**src/rtl/encaps_pkg.sv**
```systemverilog
// Shared types and helpers for the CAN/CAN FD frame encapsulation block.
package encaps_pkg;

  typedef enum logic [1:0] {
    ST_IDLE  = 2'd0,
    ST_SCAN  = 2'd1,
    ST_READY = 2'd2,
    ST_LOCK  = 2'd3
  } state_t;

  localparam logic [5:0] LEN_CLS_BASE = 6'd19;
  localparam logic [5:0] LEN_FD_BASE  = 6'd22;
  localparam logic [5:0] LEN_CLS_EXT  = 6'd39;
  localparam logic [5:0] LEN_FD_EXT   = 6'd41;

  // Arbitration key: base ID, IDE, extension ID, RTR; lower value wins the bus.
  localparam int KEY_W = 31;

  function automatic logic [6:0] dlc_to_len(input logic [3:0] dlc,
                                            input logic fd,
                                            input logic rtr);
    logic [6:0] len;
    if (!fd && rtr)         len = 7'd0;
    else if (dlc <= 4'd8)   len = {3'd0, dlc};
    else if (!fd)           len = 7'd8;
    else begin
      case (dlc)
        4'd9:    len = 7'd12;
        4'd10:   len = 7'd16;
        4'd11:   len = 7'd20;
        4'd12:   len = 7'd24;
        4'd13:   len = 7'd32;
        4'd14:   len = 7'd48;
        default: len = 7'd64;
      endcase
    end
    return len;
  endfunction

endpackage

```
**src/rtl/encaps_hdr_fmt.sv**
```systemverilog
// Combinational header formatter: one buffer's fields to a right-aligned
// header bit string, its length and the real payload byte count.
module encaps_hdr_fmt
  import encaps_pkg::*;
(
  input  logic [28:0] id_i,
  input  logic        ext_i,
  input  logic        rtr_i,
  input  logic        fdf_i,
  input  logic        brs_i,
  input  logic        esi_i,
  input  logic [3:0]  dlc_i,
  output logic [40:0] message_o,
  output logic [5:0]  msglen_o,
  output logic [6:0]  tmlen_o
);

  always_comb begin
    message_o = '0;
    msglen_o  = LEN_CLS_BASE;
    case ({fdf_i, ext_i})
      2'b00: begin
        message_o[18:0] = {1'b0, id_i[28:18], rtr_i, 2'b00, dlc_i};
        msglen_o        = LEN_CLS_BASE;
      end
      2'b01: begin
        message_o[38:0] = {1'b0, id_i[28:18], 2'b11, id_i[17:0], rtr_i, 2'b00, dlc_i};
        msglen_o        = LEN_CLS_EXT;
      end
      2'b10: begin
        // RRS, IDE, FDF, res ahead of BRS/ESI
        message_o[21:0] = {1'b0, id_i[28:18], 4'b0010, brs_i, esi_i, dlc_i};
        msglen_o        = LEN_FD_BASE;
      end
      default: begin
        message_o = {1'b0, id_i[28:18], 2'b11, id_i[17:0], 3'b010, brs_i, esi_i, dlc_i};
        msglen_o  = LEN_FD_EXT;
      end
    endcase
    tmlen_o = dlc_to_len(dlc_i, fdf_i, rtr_i);
  end

endmodule

```
**src/rtl/encapsulation_fd.sv**
```systemverilog
// Multi-buffer CAN/CAN FD encapsulation: priority scan over NBUF transmit
// buffers, snapshot of the winner's header, hold while the LLC transmits.
module encapsulation_fd
  import encaps_pkg::*;
#(
  parameter int NBUF  = 4,
  parameter bit FD_EN = 1'b1
) (
  input  logic                     clock,
  input  logic                     reset,
  input  logic [NBUF-1:0]          req,
  input  logic [29*NBUF-1:0]       id_bus,
  input  logic [NBUF-1:0]          ext,
  input  logic [NBUF-1:0]          rtr,
  input  logic [NBUF-1:0]          fdf,
  input  logic [NBUF-1:0]          brs,
  input  logic [4*NBUF-1:0]        dlc_bus,
  input  logic                     esi,
  input  logic                     activ,
  input  logic                     ack,
  input  logic                     abort,
  output logic [40:0]              message,
  output logic [5:0]               msglen,
  output logic [6:0]               tmlen,
  output logic [$clog2(NBUF)-1:0]  sel,
  output logic                     tx_rdy,
  output logic                     busy,
  output logic [NBUF-1:0]          txdone
);

  localparam int SW = $clog2(NBUF);
  localparam logic [SW-1:0] LAST_IDX = SW'(NBUF - 1);

  state_t            state_q;
  logic [SW-1:0]     idx_q, best_idx_q, win_idx_d;
  logic [KEY_W-1:0]  best_key_q, cur_key_d;
  logic              found_q, take_d, activ_q;
  logic [NBUF-1:0]   req_snap_q;

  logic [28:0]       cur_id, win_id;
  logic              cur_ext, cur_fdf, cur_rtr;
  logic              win_ext, win_rtr, win_fdf, win_brs;
  logic [3:0]        win_dlc;
  logic [40:0]       fmt_message;
  logic [5:0]        fmt_msglen;
  logic [6:0]        fmt_tmlen;

  always_comb begin
    cur_id    = id_bus[29*int'(idx_q) +: 29];
    cur_ext   = ext[idx_q];
    cur_rtr   = rtr[idx_q];
    cur_fdf   = fdf[idx_q] & FD_EN;
    cur_key_d = {cur_id[28:18], cur_ext, cur_ext ? cur_id[17:0] : 18'd0, cur_rtr & ~cur_fdf};
    // Strict less-than keeps the lower index on equal keys.
    take_d    = req[idx_q] & (~found_q | (cur_key_d < best_key_q));
    win_idx_d = take_d ? idx_q : best_idx_q;
    win_id    = id_bus[29*int'(win_idx_d) +: 29];
    win_ext   = ext[win_idx_d];
    win_rtr   = rtr[win_idx_d];
    win_fdf   = fdf[win_idx_d] & FD_EN;
    win_brs   = brs[win_idx_d] & FD_EN;
    win_dlc   = dlc_bus[4*int'(win_idx_d) +: 4];
  end

  encaps_hdr_fmt u_fmt (
    .id_i      (win_id),
    .ext_i     (win_ext),
    .rtr_i     (win_rtr),
    .fdf_i     (win_fdf),
    .brs_i     (win_brs),
    .esi_i     (esi),
    .dlc_i     (win_dlc),
    .message_o (fmt_message),
    .msglen_o  (fmt_msglen),
    .tmlen_o   (fmt_tmlen)
  );

  always_ff @(posedge clock) begin
    if (!reset) begin
      state_q    <= ST_IDLE;
      idx_q      <= '0;
      best_idx_q <= '0;
      best_key_q <= '0;
      found_q    <= 1'b0;
      req_snap_q <= '0;
      activ_q    <= 1'b0;
      message    <= '0;
      msglen     <= '0;
      tmlen      <= '0;
      sel        <= '0;
      tx_rdy     <= 1'b0;
      busy       <= 1'b0;
      txdone     <= '0;
    end else begin
      activ_q <= activ;
      txdone  <= '0;
      case (state_q)
        ST_IDLE: begin
          if (|req) begin
            state_q <= ST_SCAN;
            idx_q   <= '0;
            found_q <= 1'b0;
          end
        end
        ST_SCAN: begin
          if (take_d) begin
            best_key_q <= cur_key_d;
            best_idx_q <= idx_q;
            found_q    <= 1'b1;
          end
          if (idx_q == LAST_IDX) begin
            if (found_q || req[idx_q]) begin
              message    <= fmt_message;
              msglen     <= fmt_msglen;
              tmlen      <= fmt_tmlen;
              sel        <= win_idx_d;
              req_snap_q <= req;
              tx_rdy     <= 1'b1;
              state_q    <= ST_READY;
            end else begin
              state_q <= ST_IDLE;
            end
          end else begin
            idx_q <= idx_q + 1'b1;
          end
        end
        ST_READY: begin
          if (abort) begin
            tx_rdy  <= 1'b0;
            state_q <= ST_IDLE;
          end else if (activ && !activ_q) begin
            tx_rdy  <= 1'b0;
            busy    <= 1'b1;
            state_q <= ST_LOCK;
          end else if (req != req_snap_q) begin
            tx_rdy  <= 1'b0;
            idx_q   <= '0;
            found_q <= 1'b0;
            state_q <= ST_SCAN;
          end
        end
        default: begin
          // ack takes precedence over a simultaneous abort
          if (ack) begin
            txdone[sel] <= 1'b1;
            busy        <= 1'b0;
            state_q     <= ST_IDLE;
          end else if (abort) begin
            busy    <= 1'b0;
            state_q <= ST_IDLE;
          end
        end
      endcase
    end
  end

endmodule
```
**config.mk**
```make
export PLATFORM = sky130hd
export DESIGN_NAME = encapsulation_fd
export DESIGN_NICKNAME = d
export VERILOG_FILES = /design/src/rtl/encaps_pkg.sv /design/src/rtl/encaps_hdr_fmt.sv /design/src/rtl/encapsulation_fd.sv
export SDC_FILE = /design/constraint.sdc
export NUM_CORES = 1
export LEC_CHECK = 0
export ABC_AREA = 0
export CAP_MARGIN = 20
export CORE_MARGIN = 2
export CORE_UTILIZATION = 49
export CTS_CLUSTER_SIZE = 25
export DETAILED_ROUTE_END_ITERATION = 16
export PLACE_DENSITY_LB_ADDON = 0.12
export REMOVE_ABC_BUFFERS = 1
export SLEW_MARGIN = 20
export SYNTH_ARGS = -nofsm -noshare
export SYNTH_HDL_FRONTEND = slang
export SYNTH_HIERARCHICAL = 1
export SYNTH_SLANG_ARGS = --single-unit
```
**constraint.sdc**
```tcl
create_clock -name clock -period 7.45 [get_ports clock]
set_input_delay 1.49 -clock clock [delete_from_list [all_inputs] [get_ports clock]]
set_output_delay 1.49 -clock clock [all_outputs]
set_load 0.01 [all_outputs]
```
==> impl_metrics.ini <==
[route]
routed_wire_length_per_instance_um = 17.3
vias = 7004
detail-route-antenna-nets = 0
drt_pass1_iterations = 5
wl_um = 21700
route.detailed.vias_per_inst = 5.58
detail_route.drc_violations = 0
detail_route.iter0.violations = 628

[min_path]
min_delay_worst_endpoint = message[18]$_SDFFE_PN0P_
hp-start = message[18]$_SDFFE_PN0P_
hp-class = register to register
cell_count_of_the_worst_hold_path = 2

[cells_and_area]
drive_above_1_share_pct = 7.22
design.final.nets = 1259
finalInstanceArea_um2 = 10100
area.growth.synth_to_final_pct = 34.0

[global_route]
grt-busiest-layer = met2
gr_util_all_layers_pct = 26.5
grt_first_pass_wirelength_um = 34300
antenna_found_initial = 1
global_routing_usage_on_met1_pct = 34.9
number_of_global_route_vias_before_repair = 6633
grt_start_max_net_pins = 100
globalRouteMet2Util_pct = 42.8
grtUsageMet3_pct = 5.84
globalRouteOverflowTotal = 0

[pwr]
swShare_pct = 35.8
cellInternalPower_w = 0.00144
power_switching_w = 0.000804
pwr_density_cell_nw_per_um2 = 222
leakage_nw = 4.18
power_frac_comb_pct = 46.7
irDropWorstVdd_uv = 154
share_seq_of_total_power_pct = 28.3
clock_power_share_pct = 25.0

[placed_design]
postPlaceCellArea_um2 = 9780
finalWeightedCongestion = 0.813
dpl.hpwl_um = 16000
place.port_buffers = 219

[setup_path]
timing.critical_path.from_type = input pin
timing.setup.critical_path_class = input pin to register
reg2regPathDepth = 18
critPathMostFrequentCell = sky130_fd_sc_hd__buf_4
critical_path_s_largest_stage_delay_ps = 540
critical_path.cell_chain = clkdlybuf4s50_1 > mux2_2 > o21ai_1 > buf_4 > nor2b_1 > ha_1 > a21oi_1 > o21ai_0 > a221oi_1 > nand2_1 > a311oi_4 > buf_4 > mux2i_1 > mux2i_1 > ha_1 > buf_4 > nor2b_1 > a22o_1 > nand2_1 > a21oi_1
worstPathRequired_ps = 7730
crit-reg2reg-capture = message[36]$_SDFFE_PN0P_
timing.rr.start = idx_q[0]$_SDFFE_PN0P_
timing.critical_path.to_type = register
worst-r2r-setup-slack_ps = 1610
critical-path-slowest-cell = sky130_fd_sc_hd__nor2b_1
worstPathArrival_ps = 6730
worstPathMaxFanout = 27

[timing]
hold_viol_final = 0
timing.final.crit_share_pct = 86.6
pins_over_slew_limit = 0
fmaxAchievable_ghz = 0.155
headroom_to_the_max_slew_limit_pct = 26.5
fin_worst_skew_ps = 5.11
timing_worst_slew_pin_value_ps = 1100
setup_viol = 0
rsz0062_at_grt = false
totalNegativeSetupSlack_ps = 0
finalWorstPathRequiredPeriod_ps = 6450
smallest_hold_slack_ps = 454

[clock_tree]
cts_tree = built
cts_setup_buffers = 0
numCtsBuffers = 9
clk_path_buf_depth = 2
clk-insertion-delay-late_ps = 360
cts_root_buffer = sky130_fd_sc_hd__clkbuf_16
cts_htree_levels = 3
cts_resized = 0
number_of_clock_sinks = 105
clkTransAtPathRegs_ps = 70
cts-hold-fix-buffers = 0

[synth]
yosysWarningCount = 6
yosys.area.top_type_share_pct = 27.8
postSynth.asyncResetShare_pct = 0
synth_sequential_area_ratio_pct = 27.8
mapped_cell_area_um2 = 7560
ys_ff_latch = 105
post_synth.cell_area_avg_um2 = 8.60
synth-edff-count = 0
post_synth_num_cell_types = 54
post_synthesis_cells = 879
synth_area_leader_cell = sky130_fd_sc_hd__dfxtp_1
synth_top_cells_by_area = sky130_fd_sc_hd__dfxtp_1 28%, sky130_fd_sc_hd__mux2i_1 20%, sky130_fd_sc_hd__mux4_2 8.9%
ys_dominant_reg_cell = sky130_fd_sc_hd__dfxtp_1

[run_status]
status = finished, final reports clean

[floorplanning]
floorplan.initialDensity_pct = 49.9
design.die.area_um2 = 16400
core_region_area_um2 = 15100
overall_die_width_um = 128
chipHeight_um = 128
top_level_ports = 220
num_rows = 45

[run]
max_cap_viol_count = 0
-- metrics by stage --
stage / std cells / power [W] / util [%] / worst slack, ps
floorplan: 815 / 0.00142 / - / -3240
global placement: 1237 / 0.00167 / 64.4 / 814
CTS: 1254 / 0.00225 / 66.8 / 1060
global route: 1255 / 0.00239 / 66.8 / 534
finish: 1255 / 0.00225 / 66.8 / 999
detailed placement: 1238 / 0.00169 / 64.5 / 713
-- cell families after synthesis --
kind of cell             count (synthesis)  synth area share [%]
adder cells (fa/ha/maj)                 40                  6.62
multiplexers                           181                  29.0
AO/OA/AOI/OAI                          150                  12.1
other                                    1                0.0496
flip-flops                             105                  27.8
AND/OR/NAND/NOR                        289                  16.6
buffers and inverters                  108                  7.14
XOR/XNOR                                 5                 0.580
-- metal layers --
| metal | wire length [µm] | vias up | part of all wire [%] |
|---|---|---|---|
| met5 | 0 | - | 0 |
| met4 | 505 | 0 | 2.3 |
| met3 | 1560 | 30 | 7.2 |
| met2 | 10100 | 205 | 47 |
| met1 | 9490 | 3326 | 44 |
| li1 | - | 3443 | - |
-- cell type report --
type,count,area [µm²]
Timing Repair Buffer,235,2330
Antenna cell,1,2.50
Tap cell,188,235
Sequential cell,105,2100
Fill cell,1291,5020
Inverter,44,169
Clock buffer,11,243
Multi-Input combinational cell,666,4930
Clock inverter,5,103
-- synthesized netlist by cell type (all sizes together), types with 2 or more instances --
cell type and instances:
dfxtp 105, mux2 3, nor3b 2, nor3 2
a21oi 81, or2 2, buf 40, and2 7
o21bai 2, xnor2 2, nand4 6, a22o 6
mux4 30, xor2 3, mux2i 148, nor4 4
nand3 6, o21a 2, clkbuf 24, nand2b 2
a211oi 6, ha 40, nor2b 25, nor2 65
inv 44, o21ai 25, a22oi 7, nand2 160
nor4bb 2, o2111ai 2, a222oi 8, a221oi 2
a21o 4
-- critical path: cells and delay by family --
kind	cells	cell delay, ps
compound gates	7	1600
simple gates	4	900
mux	3	750
buf+inv	4	1470
fa+ha+maj	2	510
-- layout by cell type, fill, tap and decap left out, types with 3 or more instances in the layout --
cell type                         Yosys  layout
sky130_fd_sc_hd__a211oi_1             6       6
sky130_fd_sc_hd__a21o_1               4       4
sky130_fd_sc_hd__a21oi_1             81      81
sky130_fd_sc_hd__a222oi_1             8       8
sky130_fd_sc_hd__a22o_1               6       6
sky130_fd_sc_hd__a22oi_1              7       7
sky130_fd_sc_hd__and2_1               7       6
sky130_fd_sc_hd__buf_4               10      15
sky130_fd_sc_hd__bufinv_16            0       3
sky130_fd_sc_hd__clkbuf_16            0       9
sky130_fd_sc_hd__clkdlybuf4s50_1      0     219
sky130_fd_sc_hd__dfxtp_1            105     103
sky130_fd_sc_hd__ha_1                40      40
sky130_fd_sc_hd__inv_1               41      41
sky130_fd_sc_hd__mux2i_1            148     148
sky130_fd_sc_hd__mux4_2              30      30
sky130_fd_sc_hd__nand2_1            160     159
sky130_fd_sc_hd__nand3_1              6       5
sky130_fd_sc_hd__nand4_1              6       6
sky130_fd_sc_hd__nor2_1              65      65
sky130_fd_sc_hd__nor2b_1             25      25
sky130_fd_sc_hd__nor4_1               4       4
sky130_fd_sc_hd__o21ai_0             22      22
sky130_fd_sc_hd__xor2_1               3       3
-- worst max-delay path by stage --
stage / startpoint / to / cells past startpoint
after floorplan: ext[2] / message[36]$_SDFFE_PN0P_ / 17
after global placement: ext[0] / message[24]$_SDFFE_PN0P_ / 20
after detailed placement: ext[0] / message[36]$_SDFFE_PN0P_ / 20
after CTS: ext[2] / message[36]$_SDFFE_PN0P_ / 20
after global routing: ext[2] / message[21]$_SDFFE_PN0P_ / 21
final: ext[2] / message[36]$_SDFFE_PN0P_ / 20
-- power by group through the flow --
stage	Sequential, W	Clock (W)	Combinational, W
3_5_place_dp	0.000648	0	0.00104
4_1_cts	0.000636	0.000569	0.00105
5_1_grt	0.000642	0.000594	0.00115
3_3_place_gp	0.000647	0	0.00102
2_1_floorplan	0.000658	0	0.000760
6_report	0.000635	0.000561	0.00105
-- flip-flops by register name, summed over array words and instances, names as in the netlist --
signal	flops
found_q	1
sel	2
tx_rdy	1
req_snap_q	4
best_idx_q	2
busy	1
message	41
tmlen	7
activ_q	1
idx_q	2
state_q	2
msglen	6
best_key_q	31
txdone	4
Power figures use the tool's default switching activity.
